**config.mk**
```make
export PLATFORM = sky130hd
export DESIGN_NAME = bus_interconnect
export DESIGN_NICKNAME = d
export VERILOG_FILES = /design/src/rtl/bus_interconnect.sv
export SDC_FILE = /design/constraint.sdc
export NUM_CORES = 1
export LEC_CHECK = 0
export BUFFER_PORTS_ARGS = -buffer_cell sky130_fd_sc_hd__clkbuf_2
export CORE_AREA = 2 2 161 163
export DETAILED_ROUTE_END_ITERATION = 8
export DIE_AREA = 0 0 163 165
export PLACE_DENSITY = 0.35
export SYNTH_ARGS = -nofsm -noshare
export SYNTH_HDL_FRONTEND = slang
export SYNTH_SLANG_ARGS = --single-unit
export TNS_END_PERCENT = 100
```
**constraint.sdc**
```tcl
create_clock -name bclk -period 1.7 [get_ports bclk]
set_input_delay 0.17 -clock bclk [delete_from_list [all_inputs] [get_ports bclk]]
set_output_delay 0.17 -clock bclk [all_outputs]
set_load 0.02 [all_outputs]
```
**src/rtl/bus_interconnect.sv**
```systemverilog
// Shared-bus interconnect: round-robin arbitration, address decode, local error for unmapped addresses.
// Optional BUS_IC_TIMEOUT_EN adds a watchdog that terminates a slave transaction after TIMEOUT busy cycles.
package bus_if_types_pkg;
  typedef enum logic [1:0] {TSZ_BYTE = 2'd0, TSZ_HALF = 2'd1, TSZ_WORD = 2'd2} tsize_e;
  typedef enum logic [1:0] {TT_READ = 2'd0, TT_WRITE = 2'd1, TT_IFETCH = 2'd2} ttype_e;
endpackage

module bus_interconnect
  import bus_if_types_pkg::*;
#(
  parameter int                         N_MASTERS  = 2,
  parameter int                         N_SLAVES   = 4,
  parameter logic [N_SLAVES-1:0][31:0]  SLAVE_BASE = '0,
  parameter logic [N_SLAVES-1:0][31:0]  SLAVE_MASK = '0,
  parameter int                         TIMEOUT    = 255
) (
  input  logic                          bclk,
  input  logic                          brst_n,
  input  logic [N_MASTERS-1:0]          m_breq,
  output logic [N_MASTERS-1:0]          m_bgnt,
  input  logic [N_MASTERS-1:0]          m_bstart,
  input  logic [N_MASTERS-1:0][31:0]    m_addr,
  input  logic [N_MASTERS-1:0][31:0]    m_wdata,
  input  tsize_e [N_MASTERS-1:0]        m_tsize,
  input  ttype_e [N_MASTERS-1:0]        m_ttype,
  output logic [N_MASTERS-1:0][31:0]    m_rdata,
  output logic [N_MASTERS-1:0]          m_bdone,
  output logic [N_MASTERS-1:0]          m_berror,
  output logic [N_SLAVES-1:0]           s_ss,
  output logic                          s_bstart,
  output logic [31:0]                   s_addr,
  output logic [31:0]                   s_wdata,
  output tsize_e                        s_tsize,
  output ttype_e                        s_ttype,
  input  logic [N_SLAVES-1:0][31:0]     s_rdata,
  input  logic [N_SLAVES-1:0]           s_bdone,
  input  logic [N_SLAVES-1:0]           s_berror
);

  localparam int MW = (N_MASTERS > 1) ? $clog2(N_MASTERS) : 1;
  localparam int SW = (N_SLAVES > 1) ? $clog2(N_SLAVES) : 1;

  localparam logic [1:0] S_IDLE  = 2'd0;
  localparam logic [1:0] S_GRANT = 2'd1;
  localparam logic [1:0] S_BUSY  = 2'd2;
  localparam logic [1:0] S_ERR   = 2'd3;

  if (N_MASTERS < 1 || N_MASTERS > 8 || N_SLAVES < 1 || N_SLAVES > 16 ||
      TIMEOUT < 1 || TIMEOUT > 65535) begin : g_bad_cfg
    $error("bus_interconnect: parameter out of range");
  end

  logic [1:0]    state_q, state_d;
  logic [MW-1:0] owner_q, owner_d;
  logic [MW-1:0] rr_q, rr_d;
  logic [SW-1:0] sel_q, sel_d;

  logic          arb_hit;
  logic [MW-1:0] arb_idx;
  logic [MW-1:0] cand;
  logic          dec_hit;
  logic [SW-1:0] dec_idx;
  logic [MW-1:0] next_rr;
  logic          wd_expired;

  // First requester at or after rr_q, wrapping.
  always_comb begin
    arb_hit = 1'b0;
    arb_idx = '0;
    cand    = '0;
    for (int i = 0; i < N_MASTERS; i++) begin
      cand = MW'((int'(rr_q) + i) % N_MASTERS);
      if (!arb_hit && m_breq[cand]) begin
        arb_hit = 1'b1;
        arb_idx = cand;
      end
    end
  end

  // Scanned high to low so the lowest matching slave index wins on overlap.
  always_comb begin
    dec_hit = 1'b0;
    dec_idx = '0;
    for (int j = N_SLAVES - 1; j >= 0; j--) begin
      if ((m_addr[owner_q] & SLAVE_MASK[j]) == SLAVE_BASE[j]) begin
        dec_hit = 1'b1;
        dec_idx = SW'(j);
      end
    end
  end

  assign next_rr = (int'(owner_q) == N_MASTERS - 1) ? '0 : owner_q + 1'b1;

`ifdef BUS_IC_TIMEOUT_EN
  logic [15:0] wd_q;

  always_ff @(posedge bclk or negedge brst_n) begin
    if (!brst_n) begin
      wd_q <= '0;
    end else if (state_q != S_BUSY) begin
      wd_q <= '0;
    end else begin
      wd_q <= wd_q + 16'd1;
    end
  end

  assign wd_expired = (state_q == S_BUSY) && (wd_q == 16'(TIMEOUT - 1));
`else
  assign wd_expired = 1'b0;
`endif

  always_comb begin
    state_d = state_q;
    owner_d = owner_q;
    rr_d    = rr_q;
    sel_d   = sel_q;
    case (state_q)
      S_IDLE: begin
        if (arb_hit) begin
          owner_d = arb_idx;
          state_d = S_GRANT;
        end
      end
      S_GRANT: begin
        if (m_bstart[owner_q]) begin
          if (dec_hit) begin
            sel_d   = dec_idx;
            state_d = S_BUSY;
          end else begin
            state_d = S_ERR;
          end
        end else if (!m_breq[owner_q]) begin
          state_d = S_IDLE;
        end
      end
      S_BUSY: begin
        // A done in the same cycle as the watchdog expiry completes normally.
        if (s_bdone[sel_q]) begin
          state_d = S_IDLE;
          rr_d    = next_rr;
        end else if (wd_expired) begin
          state_d = S_ERR;
        end
      end
      default: begin
        state_d = S_IDLE;
        rr_d    = next_rr;
      end
    endcase
  end

  always_ff @(posedge bclk or negedge brst_n) begin
    if (!brst_n) begin
      state_q <= S_IDLE;
      owner_q <= '0;
      rr_q    <= '0;
      sel_q   <= '0;
    end else begin
      state_q <= state_d;
      owner_q <= owner_d;
      rr_q    <= rr_d;
      sel_q   <= sel_d;
    end
  end

  always_comb begin
    m_bgnt   = '0;
    m_rdata  = '0;
    m_bdone  = '0;
    m_berror = '0;
    s_ss     = '0;
    s_bstart = 1'b0;
    s_addr   = '0;
    s_wdata  = '0;
    s_tsize  = TSZ_BYTE;
    s_ttype  = TT_READ;
    if (state_q != S_IDLE) begin
      m_bgnt[owner_q] = 1'b1;
      s_addr  = m_addr[owner_q];
      s_wdata = m_wdata[owner_q];
      s_tsize = m_tsize[owner_q];
      s_ttype = m_ttype[owner_q];
    end
    case (state_q)
      S_GRANT: begin
        s_bstart = m_bstart[owner_q];
        if (m_bstart[owner_q] && dec_hit) s_ss[dec_idx] = 1'b1;
      end
      S_BUSY: begin
        s_ss[sel_q]       = 1'b1;
        m_rdata[owner_q]  = s_rdata[sel_q];
        m_bdone[owner_q]  = s_bdone[sel_q];
        m_berror[owner_q] = s_berror[sel_q];
      end
      S_ERR: begin
        m_bdone[owner_q]  = 1'b1;
        m_berror[owner_q] = 1'b1;
      end
      default: ;
    endcase
  end

endmodule

```
# Word-level counts from Yosys, hierarchy flattened

Cells that the tools add are included.

$add $sub $neg: 2
$lt $le $gt $ge: 4
Equal/unequal tests: 6
Multiplexer cells: 43
Bitwise gates (word level): 4
Reduce and logical (&&, ||, !) cells: 9

Operator list:

| cell                                                        | count |
|---|---|
| two-way mux 32 bit                                          | 7 |
| bitwise AND 64 bit                                          | 1 |
| two-way mux 64 bit                                          | 1 |
| demux 32 bit (select 1 bit)                                 | 1 |
| two-way mux 2 bit                                           | 11 |
| two-way mux 1 bit                                           | 17 |
| case mux 2 bit (2 select lines)                             | 2 |
| less-than comparator 1 x 2 -> 1 bit (second input constant) | 3 |
| case mux 2 bit (3 select lines)                             | 1 |
| bitwise AND 2 bit                                           | 2 |
| == test 2 bit (second input constant)                       | 2 |
| inequality test 2 bit (second input constant)               | 2 |
| case mux 1 bit (2 select lines)                             | 2 |
| AND reduction 2 bit                                         | 2 |
| inequality test 3 bit (second input constant)               | 1 |
| AND reduction 3 bit                                         | 1 |
| adder 1 bit (second input constant)                         | 2 |
| == test 2 x 1 -> 1 bit (second input constant)              | 1 |
| logical AND 1 bit                                           | 2 |
| logical NOT 2 bit                                           | 1 |
| nonzero test 2 bit                                          | 1 |
| OR reduction 2 bit                                          | 1 |
| demux 1 bit (select 1 bit)                                  | 1 |
| greater-or-equal comparator 1 bit (second input constant)   | 1 |
| 2 further kinds                                             | 2 |

Register bits: 4
Output and inout port bits: 143
Word-level logic and storage cells: 71

# Depth between registers and ports, before layout

Depth after elaboration: 8
Depth in mapped cells: 6
Mapped depth without buffers: 6

# Worst setup path before layout

Ideal clock, no wire load.

Kind: register to output
From: reg state_q[0]
To: out m_bdone[0]
Arrival: 1364 ps
Data required time: 1530 ps
Setup slack: 166 ps
Stages on the path, launching flop included: 6
Path buffers: 1
Cells stage by stage: dfrtp_1 > inv_1 > ha_1 > clkbuf_1 > a31oi_1 > nor2_1

Cells in the longest elaborated chain, start to end: 2
Elaborated cells on any way between the ends: 3
Those cells by class: eq/ne: 2; mux: 1

RTL lines:

| item                                | RTL line | RTL |
|---|---|---|
| start: declaration                  | 53       | `logic [1:0] state_q, state_d;` |
| start signal: assignment            | 159      | `state_q <= state_d;` |
| == test 2 bit                       | 184      | `case (state_q)` |
| case mux 2 bit (2 select lines) (*) | 184      |  |
| end: declaration                    | 27       | `output logic [N_MASTERS-1:0] m_bdone,` |

Every way passes the cells marked *; elsewhere a longest branch is shown, timed or not.

# Final worst setup path

From: reg owner_q
To: out s_addr[17]

Cells in the longest elaborated chain, start to end: 3

RTL lines:

| item                                                  | RTL line | RTL |
|---|---|---|
| start: declaration                                    | 54       | `logic [MW-1:0] owner_q, owner_d;` |
| start signal: assignment                              | 160      | `owner_q <= owner_d;` |
| two-way mux 32 bit (not written as such) (2 in a row) | 179      | `s_addr = m_addr[owner_q];` |
| two-way mux 32 bit                                    | 177      | `if (state_q != S_IDLE) begin` |
| end: declaration                                      | 31       | `output logic [31:0] s_addr,` |

Every way passes these cells. The select of a mux whose other input is x is not followed.

==> results.toml <==
[placement]
dpl_cell_area_mm2 = 0.00396
numPortBuffers = 315
hpwl_um = 8400
gp_congestion = 0.702

[floorplanning]
die-area_mm2 = 0.0269
die_h_um = 165
die_w_um = 163
ios = 421
rows = 58
initial_core_util_pct = 7.77
coreArea_mm2 = 0.0250

[clock_tree]
cts_buffer_depth = 2
cts_buffers = 3
cts_tree = "done"
clkTransAtPathRegs_ns = 0.03
clk_latency_ns = 0.23
htree_levels = 1
clock_sinks = 4
root_buffer = "clkbuf_16"

[synthesis]
synth_top_area_cell = "mux2i_1"
synth-simple-area-share_pct = 38.5
synth-edff-count = 0
synth.most_common_cell = "nor2_1"
syn_area_mm2 = 0.00195
ys_ff_latch = 4
synth_xor_xnor_area_share_pct = 0
async_flop_share_pct = 100
synth_cell_types = 27
yosys.area.top_type_share_pct = 35.5
synth_top_family_by_area = "simple AND/OR/NAND/NOR gates"
ys_top_cells_by_area = "mux2i_1, nor2_1, and2_1"
synth_fa_ha_area_share_pct = 3.22
yosysWarnings = 0
synthFlopType = "dfrtp_1"
yosys-top-cells-count = "nor2_1, mux2i_1, and2_1, and3_1, buf_2"
synth_cells = 268
synth_compound_area_share_pct = 3.92
synthMuxAreaShare_pct = 36.3
ys_seq_area_share_pct = 5.14
syn_area_per_cell_um2 = 7.26

[setup_path]
crit_buf_inv = 3
crit_path_cell_trace = "buf_12, buf_12, mux2i_4, nor2_4, buf_8"
worst_ep_arrival_time_ns = 1.58
r2r-start = "state_q[1]"
path_max_fanout = 14
cp-startpoint = "owner_q"
cpMostUsedCell = "buf_12"
r2r_slack_ns = 0.08
end_kind = "primary output"
critical_path.max_stage_delay_ns = 0.54
crit_family = "flip-flops"
cp.required_ns = 1.53
crit_type = "reg -> out"
startpoint_type = "flop"
critPathSlowestCell = "dfrtp_4"

[sta]
min_period_over_period_pct = 103
period_needed_ns = 1.75
rsz0062_at_grt = "true"
hold_viol = 0
finalSetupViolCount = 46
setup_slack_ns = -0.0490
slew_viol_final = 0
setup_tns_ns = -0.694
fin_worst_skew_ns = 0.00211
fmax_mhz = 572

[routing]
drt_pass1_iterations = 4
drt_iter0_drc = 38
wirelength_um = 12800
num_vias = 3342
drtAntennaViolNets = 0
routedWlPerCell_um = 13.6
via_per_inst = 3.56
drc = 0

[power]
power_density_mw_per_mm2 = 1620
finalPower_mw = 9.13
p_leak_nw = 2.95
vdd_drop_max_v = 0.000821

[layout]
nets = 892
drive_gt1_share_pct = 77.8
postLayoutCoreUtil_pct = 22.5
n_antenna_cell = 0
stdcell_area_mm2 = 0.00563
area_delta_synth_final_pct = 189

[flow_run]
cap_violations = 0

[grt]
antenna_found_initial = 0
grt_pass1_wl_um = 15100
grt_max_degree = 54
grt_pass1_vias = 2986
grt_use_total_pct = 7.17
grt_overflow_total = 0

[status]
status = "complete, but fails checks"
violations = "setup timing"

[hold_path]
min-delay-start = "m_breq[0]"
min_path_type = "in -> reg"
-- worst paths after layout --
check	depth (start not counted)	to
max in group asynchronous	2	owner_q
max	5	s_addr[17]
max reg2reg	6	state_q[1]
min reg2reg	2	rr_q
min	2	owner_q
min in group asynchronous	2	state_q[0]
-- power breakdown --
group          switching (mW)  internal, mW  total (mW)
clock                  0.0730         0.310       0.383
sequential             0.0771         0.152       0.229
combinational            4.24          4.27        8.52
total                    4.39          4.74        9.13
-- final cells by class --
| class | count | area [um2] |
|---|---|---|
| well taps | 330 | 413 |
| fillers | 2680 | 19400 |
| inverters | 2 | 7.51 |
| clock buffers | 4 | 78.8 |
| flip-flops and latches | 4 | 105 |
| repair buffers | 363 | 2910 |
| multi-input cells | 235 | 2110 |
-- through the flow --
step | hold slack, ns | setup slack, ns | std cells
2_1_floorplan | -0.126 | 0.166 | 270
3_5_place_dp | -0.0107 | 0.0515 | 910
3_3_place_gp | -0.0109 | 0.0317 | 910
4_1_cts | 0.200 | -0.0539 | 924
6_report | 0.195 | -0.0490 | 938
5_1_grt | 0.201 | -0.113 | 938
-- cell usage in the layout (no fill, tap or decap), drive strengths merged --
cell type,n
clkbuf,220
buf,146
nor2,73
mux2i,69
and3,32
and2,32
nor2b,6
ha,5
dfrtp,4
a21oi,3
conb,3
a31oi,3
nand2,2
inv,2
o21a,1
nand4b,1
o31ai,1
a211oi,1
mux2,1
nor3,1
o32a,1
dlygate4sd3,1
-- flip-flops by register name, indices dropped and copies added (netlist names) --
register and cells:
owner_q 1, rr_q 1, state_q 2
-- logic make-up after synthesis --
logic type / after synthesis
simple gates: 147
mux: 70
buf+inv: 31
compound gates: 10
fa+ha+maj: 5
flops: 4
other cells: 1
-- timing repair --
action                                  4_1_cts  5_1_grt
gates resized for setup                     115      328
endpoints found under the setup margin      120      112
endpoints found under the hold margin         4        0
buffers inserted                              6        9
cloned                                        3        6
hold buffers                                  1        0
pin swaps                                     0       20
-- metal layers --
metal | track usage (%) | share of wire (%) | vias up
li1 | - | - | 1581
met5 | 0 | 0 | -
met3 | 0.779 | 8.4 | 14
met1 | 6.92 | 34 | 1500
met2 | 16.2 | 56 | 247
met4 | 0.724 | 1.6 | 0
-- worst register-to-register path, cell delays in order, from the launching register on --
cell	delay [ns]
dfrtp_2	0.44
inv_1	0.13
ha_2	0.23
nand2_1	0.07
o31ai_2	0.24
a211oi_2	0.09
mux2_4	0.30
No activity file was read; power rests on OpenSTA's default activity.
